## config.mk

```make
export PLATFORM = sky130hd
export DESIGN_NAME = dist_uart_framer
export DESIGN_NICKNAME = d
export VERILOG_FILES = /design/src/rtl/dist_uart_framer.sv
export SDC_FILE = /design/constraint.sdc
export NUM_CORES = 1
export LEC_CHECK = 0
export CAP_MARGIN = 30
export CORE_MARGIN = 5
export CORE_UTILIZATION = 40
export CTS_CLUSTER_DIAMETER = 30
export DETAILED_ROUTE_END_ITERATION = 12
export PLACE_DENSITY = 0.63
export SKIP_CTS_REPAIR_TIMING = 1
export SLEW_MARGIN = 20
export SYNTH_ARGS = -nofsm -noshare
export SYNTH_HDL_FRONTEND = slang
export SYNTH_SLANG_ARGS = --single-unit
```

## constraint.sdc

```tcl
create_clock -name clk -period 1.9 [get_ports clk]
set_input_delay 0.285 -clock clk [delete_from_list [all_inputs] [get_ports clk]]
set_output_delay 0.285 -clock clk [all_outputs]
set_load 0.1 [all_outputs]
```

## src/rtl/dist_uart_framer.sv

```systemverilog
// Distance sample to ASCII frame streamer: double-dabble BCD, then digits, CR, LF.
// Optional DIST_FRAMER_ZERO_BLANK_EN: leading zero digits sent as spaces.
module dist_uart_framer #(
  parameter int unsigned NEAR_CM = 5,
  parameter bit          SEND_LF = 1'b1
) (
  input  logic        clk,
  input  logic        rst_n,
  input  logic [15:0] dist_cm,
  input  logic        dist_valid,
  output logic [7:0]  tx_byte,
  output logic        tx_valid,
  input  logic        tx_ready,
  output logic        busy,
  output logic        near,
  output logic        frame_done,
  output logic        overrun
);

  typedef enum logic [2:0] {
    S_IDLE,
    S_CONV,
    S_DIG,
    S_CR,
    S_LF
  } state_t;

  state_t      state_q, state_d;
  logic [15:0] bin_q, bin_d;
  logic [19:0] bcd_q, bcd_d;
  logic [3:0]  cnt_q, cnt_d;
  logic [2:0]  idx_q, idx_d;
  logic        near_q, near_d;
  logic        done_q, done_d;
  logic        ovr_q, ovr_d;

  logic [3:0]  nib;
  logic [7:0]  dig_byte;
  logic        fire;

  function automatic logic [35:0] dabble(input logic [35:0] v);
    logic [35:0] t;
    t = v;
    for (int n = 0; n < 5; n++) begin
      if (t[16+4*n +: 4] >= 4'd5)
        t[16+4*n +: 4] = t[16+4*n +: 4] + 4'd3;
    end
    return {t[34:0], 1'b0};
  endfunction

  always_comb begin
    nib = bcd_q[3:0];
    case (idx_q)
      3'd4:    nib = bcd_q[19:16];
      3'd3:    nib = bcd_q[15:12];
      3'd2:    nib = bcd_q[11:8];
      3'd1:    nib = bcd_q[7:4];
      default: nib = bcd_q[3:0];
    endcase
  end

`ifdef DIST_FRAMER_ZERO_BLANK_EN
  logic lead;

  // A digit is blank only if it and every more significant digit are zero.
  always_comb begin
    lead = 1'b0;
    case (idx_q)
      3'd4:    lead = (bcd_q[19:16] == 4'd0);
      3'd3:    lead = (bcd_q[19:12] == 8'd0);
      3'd2:    lead = (bcd_q[19:8] == 12'd0);
      3'd1:    lead = (bcd_q[19:4] == 16'd0);
      default: lead = 1'b0;
    endcase
    dig_byte = lead ? 8'h20 : {4'h3, nib};
  end
`else
  assign dig_byte = {4'h3, nib};
`endif

  always_comb begin
    tx_valid = 1'b0;
    tx_byte  = 8'h00;
    unique case (1'b1)
      (state_q == S_DIG): begin
        tx_valid = 1'b1;
        tx_byte  = dig_byte;
      end
      (state_q == S_CR): begin
        tx_valid = 1'b1;
        tx_byte  = 8'h0D;
      end
      (state_q == S_LF): begin
        tx_valid = 1'b1;
        tx_byte  = 8'h0A;
      end
      default: ;
    endcase
  end

  assign fire = tx_valid & tx_ready;

  always_comb begin
    state_d = state_q;
    bin_d   = bin_q;
    bcd_d   = bcd_q;
    cnt_d   = cnt_q;
    idx_d   = idx_q;
    near_d  = near_q;
    done_d  = 1'b0;
    ovr_d   = dist_valid & (state_q != S_IDLE);
    case (state_q)
      S_IDLE: begin
        if (dist_valid) begin
          bin_d   = dist_cm;
          bcd_d   = 20'd0;
          cnt_d   = 4'd0;
          near_d  = (32'(dist_cm) <= NEAR_CM);
          state_d = S_CONV;
        end
      end
      S_CONV: begin
        {bcd_d, bin_d} = dabble({bcd_q, bin_q});
        cnt_d = cnt_q + 4'd1;
        if (cnt_q == 4'd15) begin
          idx_d   = 3'd4;
          state_d = S_DIG;
        end
      end
      S_DIG: begin
        if (fire) begin
          if (idx_q == 3'd0) state_d = S_CR;
          else idx_d = idx_q - 3'd1;
        end
      end
      S_CR: begin
        if (fire) begin
          if (SEND_LF) begin
            state_d = S_LF;
          end else begin
            state_d = S_IDLE;
            done_d  = 1'b1;
          end
        end
      end
      S_LF: begin
        if (fire) begin
          state_d = S_IDLE;
          done_d  = 1'b1;
        end
      end
      default: state_d = S_IDLE;
    endcase
  end

  always_ff @(posedge clk or negedge rst_n) begin
    if (!rst_n) begin
      state_q <= S_IDLE;
      bin_q   <= 16'd0;
      bcd_q   <= 20'd0;
      cnt_q   <= 4'd0;
      idx_q   <= 3'd0;
      near_q  <= 1'b0;
      done_q  <= 1'b0;
      ovr_q   <= 1'b0;
    end else begin
      state_q <= state_d;
      bin_q   <= bin_d;
      bcd_q   <= bcd_d;
      cnt_q   <= cnt_d;
      idx_q   <= idx_d;
      near_q  <= near_d;
      done_q  <= done_d;
      ovr_q   <= ovr_d;
    end
  end

  assign busy       = (state_q != S_IDLE);
  assign near       = near_q;
  assign frame_done = done_q;
  assign overrun    = ovr_q;

endmodule
```

==> results.cfg, run 1 <==
[logic_synthesis]
synthFlopType = dfrtp_1
synthArstFlopShare_pct = 100
synthTopCellsByArea = dfrtp_1 44%, ha_1 7.1%, o22ai_1 5.3%, nor2_1 5.1%, nand2_1 2.4%
synthMuxAreaShare_pct = 2.27
yosys.area_share.simple_pct = 16.4
yosysTopAreaCell = dfrtp_1
synth_enable_flop_cells = 0
ys_seq_area_share_pct = 43.6
synthXorXnorAreaFrac_pct = 2.80
synth_commonest_cells = 49 x dfrtp_1, 38 x nor2_1, 24 x o22ai_1
synth.most_common_cell = dfrtp_1
synth_fa_ha_area_share_pct = 7.12
yosysUniqueCellTypes = 48
syn_area_um2 = 2810
synth.top_cell.area_share_pct = 43.6
ys_warn_count = 0
synthCells = 284
avgSynthCellArea_um2 = 9.90
synth_top_family_by_area = compound AO/OA/AOI/OAI gates
synth_compound_area_share_pct = 20.9
ys_seq_elements = 49

[die]
ios = 33
die-area_um2 = 8810
coreArea_um2 = 6830
start_util_pct = 41.2
row_count = 30
die_h_um = 93.9
die_x_um = 93.9

[final_layout]
diodes = 0
nNetsFinal = 363
syn2layout_area_growth_pct = 27.0
drive_gt1_share_pct = 23.2
final_cells = 424

[cts]
cts.clk_slew.worst_paths_ns = 0.09
cts_buffers = 5
cts.sinks = 49
clockRootBuffer = clkbuf_8
cts_buffer_depth = 2
worstSkewPairLatency_ns = 0.30
cts_tree = yes
htreeDepth = 2

[critical_path]
worstPathArrival_ns = 1.98
worstSetupPathType = flip-flop to primary output
worstSetupEndpointType = primary output
cp_max_fo = 5
reg2reg_depth = 7
critPathLaunchType = flip-flop
required_ns = 1.62

[global_routing]
grt_overflow = 0
grt_usage_pct = 15.6
antenna_found_initial = 0
grt_pass1_vias = 2239
grt_pass1_wl_um = 10900
grt_start_max_net_pins = 50

[timing]
fmax_mhz = 441
setup_slack_ns = -0.367
fin_skew_ns = 0.00536
setup_viol = 4
final_max_slew_viol_count = 0
rsz0062_at_grt = true
period_share_pct = 119
hold_viol = 0
period_needed_ns = 2.27
max-slew-margin-rel_pct = 58.2
tightestPinTransition_ns = 0.627

[placed_design]
hpwlAfterDp_um = 4650
place_congestion = 0.791
port_buffers = 30
dp_cells = 409

[detailed_routing]
vias = 2277
drc = 0
dr.pass1.iters = 6
wire_per_inst_um = 15.5
ant_nets = 0
finalWirelength_um = 6560
drt_iter0_markers = 172
vias_per_cell = 5.37

[power]
p_clk_share_pct = 17.8
p_leak_nw = 1.54
peakVddDrop_v = 0.000492
seq_power_share_pct = 39.2
p_int_mw = 2.34
power_frac_comb_pct = 43.0
switchingPower_mw = 1.55
powerDensity_nw_per_um2 = 1090
finalPower_mw = 3.89
swShare_pct = 39.9

[run]
drv_cap = 0

[worst_hold_path]
holdCritPathClass = input pin to async pin

[outcome]
violations = negative setup slack
status = complete, but fails checks
-- power groups by stage --
stage / sequential, mW / clock [mW] / combinational (mW)
floorplan: 1.50 / 0 / 1.22
global placement: 1.57 / 0 / 1.52
detailed placement: 1.57 / 0 / 1.56
CTS: 1.55 / 0.709 / 1.57
global route: 1.56 / 0.756 / 1.83
finish: 1.53 / 0.693 / 1.67
-- sequential cells by signal, indices dropped and copies added (netlist names) --
name        flops
bin_q          16
overrun         1
near            1
state_q         3
idx_q           3
cnt_q           4
bcd_q          20
frame_done      1
-- through the flow --
stage / hold WS [ns] / utilization [%] / area [um^2] / setup TNS (ns) / worst slack (ns)
6_report: 0.0767 / 52.3 / 3570 / -1.32 / -0.367
3_5_place_dp: 0.430 / 49.7 / 3400 / -0.142 / -0.0665
4_1_cts: 0.0983 / 51.2 / 3500 / -1.67 / -0.410
3_3_place_gp: 0.428 / 49.7 / 3400 / -0.00946 / -0.00724
2_1_floorplan: -0.0106 / - / 2920 / -1.24 / -0.336
5_1_grt: 0.137 / 52.3 / 3570 / -1.65 / -0.455
-- worst paths after layout --
| kind | from | endpoint | slack [ns] |
|---|---|---|---|
| worst min-delay path | rst_n | bin_q[8]$_DFFE_PN0P_ | 0.08 |
| worst max-delay path | idx_q[0]$_DFFE_PN0P_ | tx_byte[1] | -0.37 |
| max in group asynchronous | rst_n | state_q[0]$_DFFE_PN0P_ | 1.35 |
| min in group clk | bin_q[15]$_DFFE_PN0P_ | bcd_q[0]$_DFFE_PN0P_ | 0.49 |
| worst min register to register | bin_q[15]$_DFFE_PN0P_ | bcd_q[0]$_DFFE_PN0P_ | 0.49 |
| worst max register to register | state_q[0]$_DFFE_PN0P_ | bin_q[10]$_DFFE_PN0P_ | 0.12 |
-- routing by layer --
layer  share of wire, %  GRT usage, %
met1                 47          20.9
met3                3.0          3.37
met4                1.7          5.29
met5                  0             0
met2                 49          24.9
-- placed cells by master (no fill, tap or decap), drive strengths merged, types with 3 or more instances in the layout --
master	instances
a21oi	11
a222oi	4
a22o	4
a31oi	3
a32o	5
buf	35
clkbuf	7
clkdlybuf4s50	18
dfrtp	49
ha	16
inv	16
mux2	3
mux2i	3
nand2	20
nand2b	8
nand3	6
nor2	39
nor3	4
nor3b	3
o21ai	13
o22ai	24
o31ai	5
o32ai	3
xnor2	6
xor2	3
-- critical path, stage by stage (launching register included) --
cell and delay [ns]:
dfrtp_2 0.45, inv_2 0.08, ha_4 0.18, nor3_2 0.19, mux2_4 0.21, a21oi_2 0.08, a221oi_4 0.27, buf_12 0.21
-- final cells by class --
type	count	area, um^2
clock buffer	7	96.3
clock inverter	1	8.76
fill	635	3260
inverter	15	56.3
multi-input combinational	203	1510
sequential	49	1230
tap	96	120
timing repair buffer	53	551
-- kinds of logic after synthesis --
logic type / Yosys count
XOR/XNOR: 9
AO/OA/AOI/OAI: 81
flip-flops: 49
adder cells (fa/ha/maj): 16
multiplexers: 6
AND/OR/NAND/NOR: 89
other: 1
buffers and inverters: 33
Note: power is estimated with default switching activity, not from simulation.
==> inputs of run 2 (changes only) <==
- HOLD_SLACK_MARGIN: unset -> 0.03
==> results of run 2 <==
Same layout as run 1: the final DEF is identical, and so are final timing and power.
